File: src/rtl/pipe_input_arbiter_pkg.sv
// Shared definitions for the pipeline input arbiter: handshake state encoding,
// handshake polarities and width helpers.
package pipe_input_arbiter_pkg;

   // Same 1-bit encoding the pipeline stages use for their handshake FSMs.
   typedef enum logic {
      IDLE        = 1'b0,
      WAITING_ACK = 1'b1
   } state_t;

   // Active level of DOR/DIR lines and of acknowledge lines.
   localparam logic DOR_ACTIVE = 1'b1;
   localparam logic ACK_ACTIVE = 1'b1;

   // Width of a requester index (at least one bit).
   function automatic int unsigned id_width(input int unsigned n);
      return (n < 2) ? 1 : $clog2(n);
   endfunction

   // Width of a counter that must be able to hold the value 'limit'.
   function automatic int unsigned cnt_width(input int unsigned limit);
      return (limit < 1) ? 1 : $clog2(limit + 1);
   endfunction

endpackage

File: src/rtl/pipe_input_arbiter_rr_pick.sv
// Combinational round-robin priority picker.
// Scans last_grant+1, last_grant+2, ... (modulo NUM_REQ) and returns the first
// asserted request.
//   req        : active-high request vector
//   last_grant : index granted most recently
//   any_req_c  : at least one request is asserted
//   grant_c    : selected index (0 when no request)
module pipe_input_arbiter_rr_pick
   import pipe_input_arbiter_pkg::*;
#(
   parameter  int unsigned NUM_REQ = 4,
   localparam int unsigned ID_W    = id_width(NUM_REQ)
) (
   input  logic [NUM_REQ-1:0] req,
   input  logic [ID_W-1:0]    last_grant,
   output logic               any_req_c,
   output logic [ID_W-1:0]    grant_c
);

   int unsigned idx;
   logic        found;

   assign any_req_c = |req;

   // last_grant < NUM_REQ, so one conditional subtract implements the wrap.
   always_comb begin
      grant_c = '0;
      found   = 1'b0;
      idx     = 0;
      for (int unsigned k = 1; k <= NUM_REQ; k++) begin
         idx = 32'(last_grant) + k;
         if (idx >= NUM_REQ) begin
            idx = idx - NUM_REQ;
         end
         if (!found && req[ID_W'(idx)]) begin
            found   = 1'b1;
            grant_c = ID_W'(idx);
         end
      end
   end

endmodule

File: src/rtl/pipe_input_arbiter.sv
// Round-robin arbiter sharing one pipeline stage input among NUM_REQ producers.
// A granted word is registered and presented downstream with its source index
// until the downstream stage acknowledges it.
//   clk, reset     : clock, synchronous active-low reset
//   req_dor        : per-requester data-output-ready
//   req_data       : flattened request words, requester i at [i*DATA_WIDTH +: DATA_WIDTH]
//   req_ack        : per-requester one-cycle acknowledge
//   DOR            : data ready toward the downstream stage
//   data_out       : buffered word of the granted requester
//   src_id         : index of the granted requester
//   ack_from_next  : acknowledge from the downstream stage
//   busy           : high while waiting for the downstream ack
//   timeout_err    : sticky flag, set after TIMEOUT unacknowledged wait cycles
//   clear_err      : clears timeout_err (a simultaneous new timeout wins)
module pipe_input_arbiter
   import pipe_input_arbiter_pkg::*;
#(
   parameter  int unsigned NUM_REQ    = 4,
   parameter  int unsigned DATA_WIDTH = 8,
   parameter  int unsigned TIMEOUT    = 255,
   localparam int unsigned ID_W       = id_width(NUM_REQ)
) (
   input  logic                          clk,
   input  logic                          reset,
   input  logic [NUM_REQ-1:0]            req_dor,
   input  logic [NUM_REQ*DATA_WIDTH-1:0] req_data,
   output logic [NUM_REQ-1:0]            req_ack,
   output logic                          DOR,
   output logic [DATA_WIDTH-1:0]         data_out,
   output logic [ID_W-1:0]               src_id,
   input  logic                          ack_from_next,
   output logic                          busy,
   output logic                          timeout_err,
   input  logic                          clear_err
);

   localparam int unsigned      CNT_W   = cnt_width(TIMEOUT);
   localparam logic [CNT_W-1:0] CNT_MAX = CNT_W'(TIMEOUT);

   state_t                  state, state_n;
   logic [NUM_REQ-1:0]      req_ack_n;
   logic                    dor_n;
   logic [DATA_WIDTH-1:0]   data_n;
   logic [ID_W-1:0]         src_n;
   logic                    busy_n;
   logic                    err_n;
   logic [CNT_W-1:0]        wait_cnt, wait_cnt_n;
   logic [ID_W-1:0]         last_grant, last_grant_n;
   logic                    tmo_hit;

   logic [NUM_REQ-1:0]      req_act;
   logic                    ack_act;
   logic                    any_req_c;
   logic [ID_W-1:0]         grant_c;
   logic [DATA_WIDTH-1:0]   req_words [NUM_REQ];

   assign req_act = req_dor ^ {NUM_REQ{~DOR_ACTIVE}};
   assign ack_act = (ack_from_next == ACK_ACTIVE);

   // Unpack the flattened request bus into per-requester words.
   for (genvar i = 0; i < NUM_REQ; i++) begin : g_unpack
      assign req_words[i] = req_data[i*DATA_WIDTH +: DATA_WIDTH];
   end

   pipe_input_arbiter_rr_pick #(
      .NUM_REQ    (NUM_REQ)
   ) u_rr_pick (
      .req        (req_act),
      .last_grant (last_grant),
      .any_req_c  (any_req_c),
      .grant_c    (grant_c)
   );

   // Next-state and next-output logic.
   always_comb begin
      state_n      = state;
      req_ack_n    = {NUM_REQ{~ACK_ACTIVE}};
      dor_n        = DOR;
      data_n       = data_out;
      src_n        = src_id;
      busy_n       = busy;
      wait_cnt_n   = wait_cnt;
      last_grant_n = last_grant;
      tmo_hit      = 1'b0;

      case (state)
         IDLE: begin
            if (any_req_c) begin
               data_n             = req_words[grant_c];
               src_n              = grant_c;
               req_ack_n[grant_c] = ACK_ACTIVE;
               dor_n              = DOR_ACTIVE;
               busy_n             = 1'b1;
               last_grant_n       = grant_c;
               wait_cnt_n         = '0;
               state_n            = WAITING_ACK;
            end
         end
         WAITING_ACK: begin
            if (ack_act) begin
               dor_n   = ~DOR_ACTIVE;
               busy_n  = 1'b0;
               state_n = IDLE;
            end else if (wait_cnt != CNT_MAX) begin
               // Timeout fires only on the transition into CNT_MAX.
               wait_cnt_n = wait_cnt + CNT_W'(1);
               tmo_hit    = (wait_cnt_n == CNT_MAX);
            end
         end
         default: begin
            state_n = IDLE;
         end
      endcase

      err_n = tmo_hit | (timeout_err & ~clear_err);
   end

   // State and output registers.
   always_ff @(posedge clk) begin
      if (!reset) begin
         state       <= IDLE;
         req_ack     <= {NUM_REQ{~ACK_ACTIVE}};
         DOR         <= ~DOR_ACTIVE;
         data_out    <= '0;
         src_id      <= '0;
         busy        <= 1'b0;
         timeout_err <= 1'b0;
         wait_cnt    <= '0;
         last_grant  <= ID_W'(NUM_REQ - 1);
      end else begin
         state       <= state_n;
         req_ack     <= req_ack_n;
         DOR         <= dor_n;
         data_out    <= data_n;
         src_id      <= src_n;
         busy        <= busy_n;
         timeout_err <= err_n;
         wait_cnt    <= wait_cnt_n;
         last_grant  <= last_grant_n;
      end
   end

endmodule

File: config.mk
export PLATFORM = sky130hd
export DESIGN_NAME = pipe_input_arbiter
export DESIGN_NICKNAME = d
export VERILOG_FILES = /design/src/rtl/pipe_input_arbiter_pkg.sv /design/src/rtl/pipe_input_arbiter_rr_pick.sv /design/src/rtl/pipe_input_arbiter.sv
export SDC_FILE = /design/constraint.sdc
export NUM_CORES = 1
export LEC_CHECK = 0
export BUFFER_PORTS_ARGS = -buffer_cell sky130_fd_sc_hd__buf_4
export CAP_MARGIN = 20
export CORE_MARGIN = 1.5
export CORE_UTILIZATION = 51
export CTS_BUF_LIST = sky130_fd_sc_hd__clkbuf_4 sky130_fd_sc_hd__clkbuf_8
export DETAILED_ROUTE_END_ITERATION = 12
export PLACE_DENSITY = 0.91
export REMOVE_ABC_BUFFERS = 1
export SLEW_MARGIN = 20
export SYNTH_ARGS = -nofsm -noshare
export SYNTH_HDL_FRONTEND = slang
export SYNTH_SLANG_ARGS = --single-unit
File: constraint.sdc
create_clock -name clk -period 2.8 [get_ports clk]
set_clock_uncertainty 0.2 [all_clocks]
set_input_delay 0.56 -clock clk [delete_from_list [all_inputs] [get_ports clk]]
set_output_delay 0.56 -clock clk [all_outputs]
set_load 0.1 [all_outputs]
Word-level counts from Yosys, hierarchy flattened
Index checks and enable logic that the tools add are counted.
{"block": "op_classes", "n_addsub": 9, "order_cmp": 11, "n_eq_ne": 6, "muxes": 37, "n_bitwise": 7, "reduce_logical": 12}
{"op": "$mux W8", "n": 5}
{"op": "$bmux W8 S2", "n": 1}
{"op": "$mux W2", "n": 8}
{"op": "$pmux W8 S2", "n": 1}
{"op": "$lt A2 B3 Y1 const B", "n": 5}
{"op": "$mux W1", "n": 15}
{"op": "$ge A3 B3 Y1 const B", "n": 4}
{"op": "$add A8 B1 Y8 const B", "n": 1}
{"op": "$bmux W1 S2", "n": 4}
{"op": "$eq A8 B8 Y1 const B", "n": 1}
{"op": "$ne A8 B8 Y1 const B", "n": 1}
{"op": "$sub A2 B1 Y2 const B", "n": 4}
{"op": "$add A2 B2 Y3 const B", "n": 2}
{"op": "$ne A2 B2 Y1 const B", "n": 3}
{"op": "$add A2 B3 Y4 const B", "n": 1}
{"op": "$ge A4 B3 Y1 const B", "n": 1}
{"op": "$logic_and A1 B1 Y1", "n": 4}
{"op": "$not A1 Y1", "n": 4}
{"op": "$pmux W1 S2", "n": 2}
{"op": "$reduce_and A2 Y1", "n": 2}
{"op": "$reduce_or A4 Y1", "n": 1}
{"op": "$add A2 B1 Y3 const B", "n": 1}
{"op": "$logic_not A1 Y1", "n": 3}
{"op": "$not A2 Y3", "n": 1}
{"op": "7 further kinds", "n": 7}
{"block": "word_totals", "reg_bits": 27, "inputBits": 40, "output_inout_bits": 17, "word_cells": 90}

Depth between registers and ports, before layout
Gate-level depths: netlist of run 1.
{"block": "depth", "depth_word": 19, "depth_mapped": 6, "mapped_depth_nobuf": 6}

By module
A second synthesis of run 1 with hierarchy kept.
{"block": "unflattened", "cells_unflattened": 162, "hier_area_um2": 1463.9}
{"module": "pipe_input_arbiter", "n_inst": 1, "cells_each": 148, "area_per_inst_um2": 1382.6, "seq_area_each_um2": 540.5}
{"module": "pipe_input_arbiter_rr_pick", "n_inst": 1, "cells_each": 14, "area_per_inst_um2": 81.3, "seq_area_each_um2": 0.0}

Least setup slack after synthesis of run 1
OpenSTA, ideal clock, no wires.
{"block": "synth_path", "kind": "reg-to-output", "start": "register busy", "end": "output busy", "t_arrival_ns": 1.374, "required_time_ns": 2.040, "setup_slack_ns": 0.666, "path_stages_with_launch": 2, "path_buffers": 1, "path_cell_list": "dfxtp_1 buf_4"}
{"item": "from (decl)", "line_no": "pipe_input_arbiter.sv:32", "source": "output logic busy,"}
{"item": "from (signal assigned)", "line_no": "pipe_input_arbiter.sv:136", "source": "busy <= busy_n;"}
No word-level cell between the ends.

Worst setup path after layout of run 1
{"block": "layout_path", "start": "register last_grant[1]", "end": "register data_out[0]"}
{"block": "layout_via", "elab_chain_cells": 19, "elab_cells_between_ends": 41, "cone_classes": "add/sub (8); order compare (4); mux (22); bitwise (1); reduce/logical (6)"}
{"item": "from (decl)", "line_no": "pipe_input_arbiter.sv:48", "source": "logic [ID_W-1:0] last_grant, last_grant_n;"}
{"item": "from (signal assigned)", "line_no": "pipe_input_arbiter.sv:129", "source": "last_grant <= ID_W'(NUM_REQ - 1);"}
{"item": "from (signal assigned)", "line_no": "pipe_input_arbiter.sv:139", "source": "last_grant <= last_grant_n;"}
{"item": "$add A2 B1 Y3", "line_no": "pipe_input_arbiter_rr_pick.sv:31", "source": "idx = 32'(last_grant) + k;"}
{"item": "$ge A3 B3 Y1 or $sub A2 B1 Y2 (tied branches)", "line_no": "pipe_input_arbiter_rr_pick.sv:32, pipe_input_arbiter_rr_pick.sv:33"}
{"item": "$mux W2", "line_no": "pipe_input_arbiter_rr_pick.sv:32", "source": "if (idx >= NUM_REQ) begin"}
{"item": "$bmux W1 S2", "line_no": "pipe_input_arbiter_rr_pick.sv:35", "source": "if (!found && req[ID_W'(idx)]) begin"}
{"item": "$mux W1 (not written as such)", "line_no": "pipe_input_arbiter_rr_pick.sv:35"}
{"item": "$mux W1", "line_no": "pipe_input_arbiter_rr_pick.sv:35"}
{"item": "$logic_not A1 Y1", "line_no": "pipe_input_arbiter_rr_pick.sv:35"}
{"item": "$logic_and A1 B1 Y1", "line_no": "pipe_input_arbiter_rr_pick.sv:35"}
{"item": "[... 2 more ...]"}
{"item": "$logic_and A1 B1 Y1", "line_no": "pipe_input_arbiter_rr_pick.sv:35"}
{"item": "$mux W1", "line_no": "pipe_input_arbiter_rr_pick.sv:35"}
{"item": "$logic_not A1 Y1", "line_no": "pipe_input_arbiter_rr_pick.sv:35"}
{"item": "$logic_and A1 B1 Y1", "line_no": "pipe_input_arbiter_rr_pick.sv:35"}
{"item": "$mux W2 (*)", "line_no": "pipe_input_arbiter_rr_pick.sv:35"}
{"item": "$not A2 Y3 (not written as such) (*)", "line_no": "pipe_input_arbiter.sv:89", "source": "data_n = req_words[grant_c];"}
{"item": "$bmux W8 S2 (*)", "line_no": "pipe_input_arbiter.sv:89"}
{"item": "$mux W8 (not written as such) (*) (2 in a row)", "line_no": "pipe_input_arbiter.sv:89"}
{"item": "to (signal assigned)", "line_no": "pipe_input_arbiter.sv:134", "source": "data_out <= data_n;"}
{"item": "to (decl)", "line_no": "pipe_input_arbiter.sv:29", "source": "output logic [DATA_WIDTH-1:0] data_out,"}
Every way passes the cells marked *; elsewhere a longest branch is shown, timed or not. The select of a mux whose other input is x is not followed.
A chain may end at the register's enable or synchronous reset.

==> results of run 1 <==
-- cell type report --
class / instances / area (µm²) / share of cell area [%]
inverter: 3 / 11.3 / 0.570
timing repair buffer: 59 / 443 / 22.4
multi-input combinational: 136 / 912 / 46.2
sequential: 27 / 541 / 27.4
tap: 31 / 38.8 / 1.96
clock buffer: 4 / 30.0 / 1.52
-- cell families (layout without fill, tap and decap cells) --
family,count (synthesis),in the layout
AOI/OAI and AO/OA,59,59
buffers and inverters,12,66
DFF,27,27
xor gates and xnor gates,2,2
muxes,8,8
and+or+nand+nor,65,65
adders and majority gates,2,2
-- cells in the final DEF (no fill, tap or decap), types with 4 or more instances in the layout --
cell type,Yosys,layout
dfxtp_1,27,27
mux2i_1,7,7
a21boi_0,5,5
nor2b_1,5,5
nand3_1,6,6
nor3_1,9,9
nor2_1,10,10
nand2_1,15,15
a211oi_1,7,7
nand3b_1,4,4
a31oi_1,4,4
buf_4,2,59
o21ai_0,13,13
clkbuf_4,0,4
a21oi_1,10,10
a2111oi_2,5,5
and3_1,7,7
-- final timing paths --
path | start | endpoint | slack, ns
worst max-delay path | last_grant[1]$_SDFFE_PN1P_ | data_out[0]$_SDFFE_PN0P_ | 0.40
worst min-delay path | src_id[1]$_SDFFE_PN0P_ | src_id[1]$_SDFFE_PN0P_ | 0.29
worst max register to register | last_grant[1]$_SDFFE_PN1P_ | data_out[0]$_SDFFE_PN0P_ | 0.40
worst min register to register | src_id[1]$_SDFFE_PN0P_ | src_id[1]$_SDFFE_PN0P_ | 0.29
-- per-stage QoR --
stage | setup slack [ns] | hold slack (ns) | instances | instance area (µm²)
floorplan | 0.471 | 0.252 | 166 | 1460
global placement | 0.376 | 0.259 | 256 | 1950
detailed placement | 0.289 | 0.271 | 256 | 1950
CTS | 0.439 | 0.288 | 260 | 1980
global route | 0.227 | 0.287 | 260 | 1980
finish | 0.401 | 0.286 | 260 | 1980
-- per-layer routing --
layer  global-route usage (%)  wire, µm  vias to the layer above
met5                        0         0                        -
met4                     6.31        57                        0
met3                     5.13       275                        7
met2                     40.3      1760                       77
met1                     31.6      1660                      699
li1                         -         -                      777
-- worst max-delay path, stage by stage (launching register included) --
cell and delay, ns:
dfxtp_1 0.51, mux2_4 0.35, a22oi_4 0.22, nand2_1 0.35
a2111oi_0 0.56, a211oi_1 0.09
-- state kept, by name (all words and copies together), names as in the netlist --
name and cells:
src_id 2, last_grant 2, req_ack 4, state 1, busy 1, data_out 8
timeout_err 1, wait_cnt 8
-- power groups by stage --
stage / clock network, W / logic [W] / registers [W]
floorplan: 0 / 0.000140 / 0.000639
global placement: 0 / 0.000464 / 0.000446
detailed placement: 0 / 0.000470 / 0.000444
CTS: 0.000181 / 0.000469 / 0.000437
global route: 0.000197 / 0.000495 / 0.000441
finish: 0.000181 / 0.000470 / 0.000437
==> results_dict.tcl, run 1 <==
set metrics [dict create \
    status "complete, but fails checks" \
    failed_checks "design-rule violations" \
    ys_top_cells_by_count "dfxtp_1, nand2_1, o21ai_0" \
    slew_viol_final 0 \
    core-area_mm2 0.00281 \
    synth_area_leader_cell "dfxtp_1" \
    cp_max_fo 12 \
    final_nets 272 \
    p_seq_share_pct 40.2 \
    drt_iter0_markers 53 \
    p_int_w 0.000623 \
    yosysSeqAreaShare_pct 35.5 \
    finalHoldViolCount 0 \
    die_area_mm2 0.00332 \
    postCtsHoldBufs 0 \
    synthSimpleGateAreaFrac_pct 22.1 \
    yosys_warnings 0 \
    cts_buffers 3 \
    power_frac_comb_pct 43.2 \
    yosysTopAreaCellShare_pct 35.5 \
    endpoint_kind "register" \
    vias 1560 \
    worst_setup_path_start_kind "register" \
    syn_area_mm2 0.00152 \
    p_clk_share_pct 16.6 \
    fin_crit_sh_pct 85.7 \
    crit_required_ns 2.80 \
    fp.dieW_um 57.6 \
    cp.arrival_ns 2.40 \
    rows 19 \
    synth_compound_area_share_pct 29.4 \
    hp-class "register to register" \
    holdPathStages 2 \
    min_period_ns 2.40 \
    diodes 0 \
    synth_xor_area_share_pct 1.15 \
    p_switching_w 0.000465 \
    r2r_cells 5 \
    fin_tns_setup_ns 0 \
    cts_num_sinks 27 \
    synth_cell_types 44 \
    setup_viol 0 \
    initial_utilization_pct 54.2 \
    grt_pass1_wl_um 6310 \
    post_cts_buffers 0 \
    p_per_area_mw_per_mm2 551 \
    yosys_most_used_dff "dfxtp_1" \
    hpwlAfterDp_um 2770 \
    viasPerCell 6.00 \
    synth_top_family_by_area "compound AO/OA/AOI/OAI gates" \
    grt_pass1_vias 1420 \
    power_w 0.00109 \
    cts_tree "yes" \
    drt-wirelength-per-cell_um 14.5 \
    clkLatencyLatePin_ns 0.33 \
    synth-seq-cells 27 \
    num-fill-cells 232 \
    layout-drive-gt1-share_pct 31.9 \
    clk_pin_slew_ns 0.14 \
    globalplace.congestion 0.836 \
    root_buffer "clkbuf_4" \
    first_pass_iters 8 \
    switching_share_pct 42.8 \
    rsz0062_at_grt "no" \
    synth.most_common_cell "dfxtp_1" \
    wirelength_um 3760 \
    ys_async_sr_fraction_pct 0 \
    max_freq_mhz 417 \
    io_pins 57 \
    io_buffers 56 \
    synth_edf_count 0 \
    ys_top_cells_by_area "dfxtp_1, a2111oi_2, mux2i_1, o21ai_0, nand2_1" \
    ant_nets 0 \
    grt_max_degree 27 \
    clock_path_buffers 2 \
    cap_viol_max_count 0 \
    max-slew-margin-rel_pct 65.5 \
    h-tree-depth 1 \
    vdd_drop_max_uv 400 \
    grtUsageTotal_pct 24.1 \
    areaGrowthSynthToFinish_pct 29.9 \
    die_y_um 57.6 \
    cts_resized 0 \
    syn_area_per_cell_um2 8.69 \
    final_util_pct 70.4 \
    synth_fa_ha_area_share_pct 1.64 \
    synth_mux_area_share_pct 5.59 \
    drc 4 \
    antenna_found_initial 0 \
    synthCells 175 \
    overflow 0 \
    path_class "register to register" \
    tightest_slew_ns 0.516 \
    p_leak_nw 0.877 \
]
Note: power is estimated with default switching activity, not from simulation.
==> run 2: changes to the inputs <==
--- a/config.mk
+++ b/config.mk
@@ -5,7 +5,7 @@
 export SDC_FILE = /design/constraint.sdc
 export NUM_CORES = 1
 export LEC_CHECK = 0
-export BUFFER_PORTS_ARGS = -buffer_cell sky130_fd_sc_hd__buf_4
+export BUFFER_PORTS_ARGS = -buffer_cell sky130_fd_sc_hd__clkbuf_2
 export CAP_MARGIN = 20
 export CORE_MARGIN = 1.5
 export CORE_UTILIZATION = 51
==> results_dict.tcl, run 2 (synthesis gave the netlist of run 1 again) <==
set metrics [dict create \
    vdd_drop_max_uv 353 \
    rsz0062_at_grt "no" \
    cts_tree "yes" \
    switching_share_pct 44.0 \
    multiInputGateArea_um2 912 \
    num-fill-cells 237 \
    drc 4 \
    rows 19 \
    fin_crit_sh_pct 86.1 \
    fp.dieW_um 57.6 \
    io_pins 57 \
    holdPathStages 2 \
    drt_iter0_markers 57 \
    grt_pass1_vias 1503 \
    die_y_um 57.6 \
    io_buffers 56 \
    die_area_mm2 0.00332 \
    cts_num_sinks 27 \
    h-tree-depth 1 \
    cts_buffers 3 \
    setup_ws_ns 0.388 \
    p_clk_share_pct 16.9 \
    tightest_slew_ns 0.574 \
    min_period_ns 2.41 \
    viasPerCell 5.97 \
    clkLatencyLatePin_ns 0.32 \
    grt_max_degree 27 \
    worstHoldEndpoint "src_id[1]$_SDFFE_PN0P_" \
    p_per_area_mw_per_mm2 575 \
    r2r_start "last_grant[1]$_SDFFE_PN1P_" \
    crit_chain "mux2_4, a22oi_4, nand2_1, a2111oi_0, a211oi_1" \
    status "complete, but fails checks" \
    clock_path_buffers 2 \
    finalHoldViolCount 0 \
    initial_utilization_pct 54.2 \
    cts_resized 0 \
    postCtsHoldBufs 0 \
    max_stage_delay_ns 0.56 \
    drt-wirelength-per-cell_um 14.8 \
    min-delay-start "src_id[1]$_SDFFE_PN0P_" \
    overflow 0 \
    path_class "register to register" \
    power_frac_comb_pct 41.9 \
    cp_max_fo 12 \
    setup_viol 0 \
    r2r_cells 5 \
    globalplace.congestion 0.818 \
    hpwlAfterDp_um 2890 \
    areaGrowthSynthToFinish_pct 21.1 \
    slew_viol_final 0 \
    power_w 0.00106 \
    layout-drive-gt1-share_pct 32.2 \
    grtUsageTotal_pct 24.0 \
    reg_top3 "data_out: 8 flops, wait_cnt: 8 flops, req_ack: 4 flops" \
    antenna_found_initial 0 \
    post_cts_buffers 0 \
    regArea_um2 541 \
    most-common-layout-cells "clkbuf_2, dfxtp_1, nand2_1, o21ai_0" \
    failed_checks "design-rule violations" \
    fin_tns_setup_ns 0 \
    clk_pin_slew_ns 0.14 \
    timing.reg2reg.setup_slack_ns 0.39 \
    final_common_cell "clkbuf_2" \
    p_leak_nw 0.844 \
    grt_pass1_wl_um 6310 \
    diodes 0 \
    core-area_mm2 0.00281 \
    root_buffer "clkbuf_4" \
    cp.arrival_ns 2.40 \
    hp-class "register to register" \
    crit_required_ns 2.79 \
    vias 1558 \
    endpoint_kind "register" \
    worst_setup_path_start_kind "register" \
    pre_cts_ws_ns 0.228 \
    max-slew-margin-rel_pct 61.7 \
    cap_viol_max_count 0 \
    r2r-end "data_out[0]$_SDFFE_PN0P_" \
    hold_ws_ns 0.284 \
    wirelength_um 3870 \
    ant_nets 0 \
    final_nets 273 \
    p_switching_w 0.000466 \
    max_freq_mhz 415 \
    first_pass_iters 8 \
    p_seq_share_pct 41.2 \
    p_int_w 0.000593 \
    slowest_stage "a2111oi_0" \
]
[run 2: area by class of cell]
class | instances | share of cell area [%]
Clock buffer | 4 | 1.63
Multi-Input combinational cell | 136 | 49.5
Inverter | 3 | 0.611
Tap cell | 31 | 2.10
Sequential cell | 27 | 29.3
Timing Repair Buffer | 60 | 16.8
[run 2: layer usage]
metal	global-route usage (%)	wire length [µm]	vias to the layer above
met5	0	0	-
met4	9.97	46	0
li1	-	-	771
met3	4.91	298	6
met2	41.1	1900	73
met1	29.4	1630	708
[run 2: worst max-delay path by stage]
stage | start | end | slack [ns] | cells after the start
global route | last_grant[1]$_SDFFE_PN1P_ | data_out[0]$_SDFFE_PN0P_ | 0.20 | 5
detailed placement | req_dor[1] | data_out[0]$_SDFFE_PN0P_ | 0.23 | 6
floorplan | busy$_SDFFE_PN0P_ | DOR | 0.47 | 0
finish | last_grant[1]$_SDFFE_PN1P_ | data_out[0]$_SDFFE_PN0P_ | 0.39 | 5
global placement | req_dor[1] | data_out[1]$_SDFFE_PN0P_ | 0.42 | 6
CTS | last_grant[1]$_SDFFE_PN1P_ | data_out[0]$_SDFFE_PN0P_ | 0.38 | 5
[run 2: worst max-delay path, delay by kind of cell (launching register included)]
family           cells  cell delay [ns]
multiplexers         1             0.35
AO/OA/AOI/OAI        3             0.86
flip-flops           1             0.52
AND/OR/NAND/NOR      1             0.35
[run 2: power by group through the flow]
stage	sequential [W]	combinational (W)	clock [W]
final	0.000436	0.000444	0.000179
after global routing	0.000439	0.000466	0.000199
after CTS	0.000436	0.000443	0.000179
after detailed placement	0.000443	0.000443	0
after global placement	0.000443	0.000435	0
after floorplan	0.000639	0.000140	0
[run 2: metrics by stage]
step                utilization, %  cell area [µm²]  instances
floorplan                        -             1460        166
global placement              64.6             1810        257
detailed placement            64.6             1810        257
CTS                           65.7             1840        261
global route                  65.7             1840        261
finish                        65.7             1840        261
